`src/rtl/morse_pkg.sv`:
```
// Shared Morse symbol codes, ASCII constants and consumer FSM encoding.
// The producer side of the link uses the same symbol codes.
package morse_pkg;

    localparam logic [1:0] SYM_EMPTY = 2'b00;
    localparam logic [1:0] SYM_DOT   = 2'b01;
    localparam logic [1:0] SYM_DASH  = 2'b10;
    localparam logic [1:0] SYM_ILL   = 2'b11;

    localparam logic [7:0] ASCII_SPACE   = 8'h20;
    localparam logic [7:0] ASCII_UNKNOWN = 8'h3F;

    typedef enum logic [2:0] {
        ST_IDLE    = 3'd0,
        ST_CAPTURE = 3'd1,
        ST_DECODE  = 3'd2,
        ST_PUSH    = 3'd3,
        ST_FINISH  = 3'd4
    } state_t;

    // Builds a frame with symbol s0 in the lowest bit pair (sent first).
    function automatic logic [9:0] frame5(input logic [1:0] s0, input logic [1:0] s1,
                                          input logic [1:0] s2, input logic [1:0] s3,
                                          input logic [1:0] s4);
        return {s4, s3, s2, s1, s0};
    endfunction

endpackage

```
`src/rtl/morse_char_lut.sv`:
```
// Combinational frame-to-ASCII lookup for ITU Morse letters and digits.
// Only well-formed patterns appear in the table, so illegal symbols and gaps fall to '?'.
module morse_char_lut
    import morse_pkg::*;
(
    input  logic [9:0] inbits,
    output logic       valid_char,
    output logic       is_gap,
    output logic [7:0] ascii
);

    localparam logic [1:0] NO = SYM_EMPTY;
    localparam logic [1:0] DI = SYM_DOT;
    localparam logic [1:0] DA = SYM_DASH;

    always_comb begin
        valid_char = 1'b1;
        is_gap     = 1'b0;
        ascii      = ASCII_UNKNOWN;
        case (inbits)
            frame5(NO, NO, NO, NO, NO): begin
                valid_char = 1'b0;
                is_gap     = 1'b1;
                ascii      = ASCII_SPACE;
            end
            frame5(DI, DA, NO, NO, NO): ascii = "A";
            frame5(DA, DI, DI, DI, NO): ascii = "B";
            frame5(DA, DI, DA, DI, NO): ascii = "C";
            frame5(DA, DI, DI, NO, NO): ascii = "D";
            frame5(DI, NO, NO, NO, NO): ascii = "E";
            frame5(DI, DI, DA, DI, NO): ascii = "F";
            frame5(DA, DA, DI, NO, NO): ascii = "G";
            frame5(DI, DI, DI, DI, NO): ascii = "H";
            frame5(DI, DI, NO, NO, NO): ascii = "I";
            frame5(DI, DA, DA, DA, NO): ascii = "J";
            frame5(DA, DI, DA, NO, NO): ascii = "K";
            frame5(DI, DA, DI, DI, NO): ascii = "L";
            frame5(DA, DA, NO, NO, NO): ascii = "M";
            frame5(DA, DI, NO, NO, NO): ascii = "N";
            frame5(DA, DA, DA, NO, NO): ascii = "O";
            frame5(DI, DA, DA, DI, NO): ascii = "P";
            frame5(DA, DA, DI, DA, NO): ascii = "Q";
            frame5(DI, DA, DI, NO, NO): ascii = "R";
            frame5(DI, DI, DI, NO, NO): ascii = "S";
            frame5(DA, NO, NO, NO, NO): ascii = "T";
            frame5(DI, DI, DA, NO, NO): ascii = "U";
            frame5(DI, DI, DI, DA, NO): ascii = "V";
            frame5(DI, DA, DA, NO, NO): ascii = "W";
            frame5(DA, DI, DI, DA, NO): ascii = "X";
            frame5(DA, DI, DA, DA, NO): ascii = "Y";
            frame5(DA, DA, DI, DI, NO): ascii = "Z";
            frame5(DA, DA, DA, DA, DA): ascii = "0";
            frame5(DI, DA, DA, DA, DA): ascii = "1";
            frame5(DI, DI, DA, DA, DA): ascii = "2";
            frame5(DI, DI, DI, DA, DA): ascii = "3";
            frame5(DI, DI, DI, DI, DA): ascii = "4";
            frame5(DI, DI, DI, DI, DI): ascii = "5";
            frame5(DA, DI, DI, DI, DI): ascii = "6";
            frame5(DA, DA, DI, DI, DI): ascii = "7";
            frame5(DA, DA, DA, DI, DI): ascii = "8";
            frame5(DA, DA, DA, DA, DI): ascii = "9";
            default:                    valid_char = 1'b0;
        endcase
    end

endmodule

```
`src/rtl/morse_sequence_consumer.sv`:
```
// Receives Morse frames from the producer, decodes each into ASCII and queues it
// in a first-word-fall-through FIFO; flags end-of-message and dropped characters.
module morse_sequence_consumer
    import morse_pkg::*;
#(
    parameter int DEPTH       = 16,
    parameter int SYNC_STAGES = 2
) (
    input  logic                   clk,
    input  logic                   Reset,
    input  logic [9:0]             inbits,
    input  logic                   spa_end,
    input  logic                   sent,
    input  logic                   Clear,
    input  logic                   char_ready,
    output logic [7:0]             char_out,
    output logic                   char_valid,
    output logic [$clog2(DEPTH):0] count,
    output logic                   msg_done,
    output logic                   overflow
);

    localparam int AW = $clog2(DEPTH);

    logic [SYNC_STAGES-1:0] sent_sync_reg;
    logic [SYNC_STAGES-1:0] spa_sync_reg;
    logic                   sent_prev_reg;
    logic                   edge_det;

    state_t                 state_reg, state_next;
    logic                   capture_en, push_req, set_done;

    logic [9:0]             frame_reg;
    logic                   spa_reg;
    logic                   msg_done_reg, overflow_reg;
    logic [AW:0]            wr_ptr_reg, rd_ptr_reg;
    logic [7:0]             mem [DEPTH];

    logic                   lut_valid, lut_gap;
    logic [7:0]             lut_ascii, push_data;
    logic                   full, do_push, do_pop;

    // Synchronisers are deliberately untouched by Clear so no false edge follows it.
    always_ff @(posedge clk or negedge Reset) begin
        if (!Reset) begin
            sent_sync_reg <= '0;
            spa_sync_reg  <= '0;
            sent_prev_reg <= 1'b0;
        end else begin
            sent_sync_reg[0] <= sent;
            spa_sync_reg[0]  <= spa_end;
            for (int i = 1; i < SYNC_STAGES; i++) begin
                sent_sync_reg[i] <= sent_sync_reg[i-1];
                spa_sync_reg[i]  <= spa_sync_reg[i-1];
            end
            sent_prev_reg <= sent_sync_reg[SYNC_STAGES-1];
        end
    end

    assign edge_det = sent_sync_reg[SYNC_STAGES-1] & ~sent_prev_reg;

    morse_char_lut u_lut (
        .inbits     (frame_reg),
        .valid_char (lut_valid),
        .is_gap     (lut_gap),
        .ascii      (lut_ascii)
    );

    assign push_data = (lut_valid || lut_gap) ? lut_ascii : ASCII_UNKNOWN;

    always_ff @(posedge clk or negedge Reset) begin
        if (!Reset)
            state_reg <= ST_IDLE;
        else if (Clear)
            state_reg <= ST_IDLE;
        else
            state_reg <= state_next;
    end

    always_comb begin
        state_next = state_reg;
        case (state_reg)
            ST_IDLE:    if (edge_det) state_next = ST_CAPTURE;
            ST_CAPTURE: state_next = ST_DECODE;
            // An empty EndSeq frame carries no character, only the end-of-message mark.
            ST_DECODE:  state_next = (lut_gap && spa_reg) ? ST_FINISH : ST_PUSH;
            ST_PUSH:    state_next = ST_FINISH;
            ST_FINISH:  state_next = ST_IDLE;
            default:    state_next = ST_IDLE;
        endcase
    end

    always_comb begin
        capture_en = (state_reg == ST_CAPTURE);
        push_req   = (state_reg == ST_PUSH);
        set_done   = (state_reg == ST_FINISH) && spa_reg;
    end

    assign char_valid = (wr_ptr_reg != rd_ptr_reg);
    assign full       = ((wr_ptr_reg ^ rd_ptr_reg) == {1'b1, {AW{1'b0}}});
    assign do_pop     = char_valid && char_ready && !Clear;
    assign do_push    = push_req && !Clear && (!full || do_pop);
    assign count      = wr_ptr_reg - rd_ptr_reg;
    assign char_out   = char_valid ? mem[rd_ptr_reg[AW-1:0]] : 8'h00;
    assign msg_done   = msg_done_reg;
    assign overflow   = overflow_reg;

    always_ff @(posedge clk or negedge Reset) begin
        if (!Reset) begin
            frame_reg    <= '0;
            spa_reg      <= 1'b0;
            msg_done_reg <= 1'b0;
            overflow_reg <= 1'b0;
            wr_ptr_reg   <= '0;
            rd_ptr_reg   <= '0;
        end else if (Clear) begin
            msg_done_reg <= 1'b0;
            overflow_reg <= 1'b0;
            wr_ptr_reg   <= '0;
            rd_ptr_reg   <= '0;
        end else begin
            if (capture_en) begin
                frame_reg    <= inbits;
                spa_reg      <= spa_sync_reg[SYNC_STAGES-1];
                msg_done_reg <= 1'b0;
            end
            if (set_done)
                msg_done_reg <= 1'b1;
            if (do_push)
                wr_ptr_reg <= wr_ptr_reg + (AW+1)'(1);
            if (do_pop)
                rd_ptr_reg <= rd_ptr_reg + (AW+1)'(1);
            if (push_req && full && !do_pop)
                overflow_reg <= 1'b1;
        end
    end

    always_ff @(posedge clk) begin
        if (do_push)
            mem[wr_ptr_reg[AW-1:0]] <= push_data;
    end

endmodule

```
`config.mk`:
```
export PLATFORM = sky130hd
export DESIGN_NAME = morse_sequence_consumer
export DESIGN_NICKNAME = d
export VERILOG_FILES = /design/src/rtl/morse_pkg.sv /design/src/rtl/morse_char_lut.sv /design/src/rtl/morse_sequence_consumer.sv
export SDC_FILE = /design/constraint.sdc
export NUM_CORES = 1
export LEC_CHECK = 0
export BUFFER_PORTS_ARGS = -buffer_cell sky130_fd_sc_hd__buf_2
export CORE_MARGIN = 2
export CORE_UTILIZATION = 25
export CTS_BUF_LIST = sky130_fd_sc_hd__clkbuf_2 sky130_fd_sc_hd__clkbuf_4 sky130_fd_sc_hd__clkbuf_8
export CTS_CLUSTER_DIAMETER = 60
export DETAILED_ROUTE_END_ITERATION = 8
export PLACE_DENSITY = 0.45
export SLEW_MARGIN = 0
export SYNTH_ARGS = -nofsm -noshare
export SYNTH_HDL_FRONTEND = slang
export SYNTH_SLANG_ARGS = --single-unit
export TNS_END_PERCENT = 1
```
`constraint.sdc`:
```
create_clock -name clk -period 6.05 [get_ports clk]
set_clock_uncertainty 0.05 [all_clocks]
set_input_delay 1.815 -clock clk [delete_from_list [all_inputs] [get_ports clk]]
set_output_delay 1.815 -clock clk [all_outputs]
set_load 0.005 [all_outputs]
```
==> results.ini <==
[finish]
final_common_cell=sky130_fd_sc_hd__edfxtp_1
finalNetCount=508
layout-area-overhead-vs-synth_pct=13.7
layout.cells.non_filler=830
post_route_cells_drive_above_1_share_pct=23.6
number_of_antenna_cells_inserted=0
most-common-layout-cells=sky130_fd_sc_hd__edfxtp_1 (112), sky130_fd_sc_hd__nor2_1 (38), sky130_fd_sc_hd__mux4_2 (35), sky130_fd_sc_hd__dfrtp_1 (30), sky130_fd_sc_hd__buf_2 (30)
number_of_flip_flops_in_the_largest_register=112

[clock_tree]
post-cts-setup-buffer-count=0
clock_path_buffers=2
insertion_delay_ps=440
cts.repair.resized=0
numCtsBuffers=17
cts.sink_count=143
cts-htree-levels=4
cts_tree=built
cts.reportedPaths.clkPinSlew_ps=90
clock_tree.root_cell=sky130_fd_sc_hd__clkbuf_8
post_cts_hold_buffer_count=0

[placement]
hpwlAfterDp_mm=10.8
numPlacedInstances=798
buffer_ports.inserted=30
routabilityCongestion=0.760

[setup_path]
slowest_stage=sky130_fd_sc_hd__dfrtp_2
cp_data_arrival_time_ps=2980
worstSetupStartpointType=flip-flop
timing.critical_path.mode_cell=sky130_fd_sc_hd__mux4_2
worst-endpoint-required_ps=4180
critical_path.max_stage_delay_ps=760
timing.critical_path.to_type=output pin
criticalPathCategory=reg -> out
worst-path-max-fanout=19
timing.critical_path.cells=buf_4 > mux4_2 > mux4_2 > nor2b_1 > buf_2

[yosys]
synth_sequential_area_ratio_pct=62.3
synth_cell_types=61
flop_and_latch_count_out_of_synthesis=143
postSynth.asyncResetShare_pct=21.7
synth_nets=482
synthCells=456
syn_area_per_cell_um2=14.6
ys_warn_count=0
yosysTopAreaCell=sky130_fd_sc_hd__edfxtp_1
yosys_most_used_dff=sky130_fd_sc_hd__edfxtp_1
synth_area_mm2=0.00664
ys_top_cells_by_area=sky130_fd_sc_hd__edfxtp_1 (51%), sky130_fd_sc_hd__mux4_2 (12%), sky130_fd_sc_hd__dfrtp_1 (12%)
synth_largest_type_area_fraction_pct=50.7
synth_edf_count=112

[timing]
max_freq_mhz=207
slew_headroom_pct=19.7
timing.final.setup_violations=0
hold_violations=0
report.final.slew_viol_count=0
timing_worst_slew_pin_value_ps=1200
tns_ps=0
period_share_pct=80.0
post-route-min-period_ps=4840
unrepaired_setup_endpoints_after_global_routing=false

[pwr]
power_leakage_nw=2.45
power_density_mw_per_mm2=321
power.ir.vdd_worst_mv=0.148

[drt]
initial_drt_pass_iterations=5
antenna_violating_nets_left=0
dr.first_iter.drc_count=452
route.detailed.vias_per_inst=4.86
vias=4035
remaining_drc_errors=0
routed_wire_length_per_instance_um=18.9
finalWirelength_mm=15.7

[floorplanning]
fp.dieArea_mm2=0.0279
coreArea_mm2=0.0261
die_x_um=167
start_util_pct=25.5
floorplan.die.height_um=167
floorplan.rows=59
number_of_top_level_design_ports=32

[global_routing]
grt_usage_pct=11.7
number_of_antenna_violations_at_the_first_check_in_global_routing=0
grt_pass1_vias=4117
global_route.overflow_total=0
grt_start_max_net_pins=32
grt_pass1_wl_mm=24.7

[outcome]
outcome=finished, final reports clean

[flow_run]
timing.max_cap.violations=0

[min_path]
hold_class=reg -> reg

[worst max-delay path: cells and delay by family (launching register included)]
| kind | cells | cell delay (ps) |
|---|---|---|
| muxes | 2 | 1040 |
| DFF | 1 | 760 |
| buffers and inverters | 2 | 560 |
| and+or+nand+nor | 1 | 140 |
[routing by layer]
| layer | routed length (um) | track usage (%) | vias up |
|---|---|---|---|
| met5 | 0 | 0 | - |
| met4 | 137 | 3.00 | 0 |
| met3 | 860 | 3.14 | 11 |
| met2 | 7290 | 17.8 | 168 |
| met1 | 7430 | 16.6 | 2048 |
| li1 | - | - | 1808 |
[report_power, final]
| group | switching (mW) | total, mW | internal [mW] | leakage, nW |
|---|---|---|---|---|
| clock | 0.436 | 0.792 | 0.356 | 0.212 |
| combinational | 0.245 | 0.371 | 0.126 | 0.867 |
| sequential | 0.104 | 1.26 | 1.16 | 1.38 |
[kinds of logic after synthesis]
kind of cell / after synthesis / share of synthesized area (%)
xor gates and xnor gates: 15 / 1.98
DFF: 143 / 62.3
and+or+nand+nor: 147 / 11.7
AOI/OAI and AO/OA: 54 / 5.39
buffers and inverters: 39 / 2.64
adders and majority gates: 10 / 2.00
other: 1 / 0.0565
muxes: 47 / 13.9
[worst paths after layout]
kind                                           start                        end  slack (ps)  depth (start not counted)
min reg2reg                spa_sync_reg[0]$_DFF_PN0_  spa_sync_reg[1]$_DFF_PN0_         310                          0
min                        spa_sync_reg[0]$_DFF_PN0_  spa_sync_reg[1]$_DFF_PN0_         310                          0
min in group asynchronous                      Reset  wr_ptr_reg[0]$_DFFE_PN0P_        1380                          1
max in group asynchronous                      Reset  rd_ptr_reg[0]$_DFFE_PN0P_        4070                          1
max                        rd_ptr_reg[0]$_DFFE_PN0P_                char_out[2]        1210                          5
max reg2reg                rd_ptr_reg[2]$_DFFE_PN0P_        mem[0][2]$_DFFE_PP_        2240                          7
[per-stage QoR]
stage	hold WS, ps	power, mW	cell area (um^2)	worst slack (ps)	utilization, %
finish	312	2.43	7550	1210	29.0
global route	324	2.55	7550	967	29.0
CTS	316	2.45	7550	1100	29.0
detailed placement	289	1.65	7120	1610	27.3
global placement	290	1.65	7120	1660	27.3
floorplan	281	1.53	6640	2410	-
[layout make-up]
type,count,area (um^2)
Tap cell,335,419
Clock buffer,17,234
Inverter,13,48.8
Fill cell,2621,18500
Clock inverter,15,196
Sequential cell,143,4140
Timing Repair Buffer,33,173
Multi-Input combinational cell,274,2340
[Yosys cell counts, types with 3 or more instances]
library cell               count
sky130_fd_sc_hd__mux4_2       35
sky130_fd_sc_hd__nand3_1       7
sky130_fd_sc_hd__o32ai_1       4
sky130_fd_sc_hd__edfxtp_1    112
sky130_fd_sc_hd__nand4_1      10
sky130_fd_sc_hd__mux2_2       10
sky130_fd_sc_hd__nor2b_1      16
sky130_fd_sc_hd__and3_1        3
sky130_fd_sc_hd__nor4_1        5
sky130_fd_sc_hd__nand2_1      29
sky130_fd_sc_hd__o21ai_0       7
sky130_fd_sc_hd__clkbuf_1     12
sky130_fd_sc_hd__nand2b_1      7
sky130_fd_sc_hd__ha_1          9
sky130_fd_sc_hd__inv_1        12
sky130_fd_sc_hd__xor2_1        7
sky130_fd_sc_hd__o22ai_1       4
sky130_fd_sc_hd__xnor2_1       8
sky130_fd_sc_hd__a21oi_1      16
sky130_fd_sc_hd__buf_2        11
sky130_fd_sc_hd__nor2_1       38
sky130_fd_sc_hd__nor3_1       11
sky130_fd_sc_hd__a221oi_1      3
sky130_fd_sc_hd__or3_1         3
sky130_fd_sc_hd__dfrtp_1      31
No activity file was read; power rests on OpenSTA's default activity.
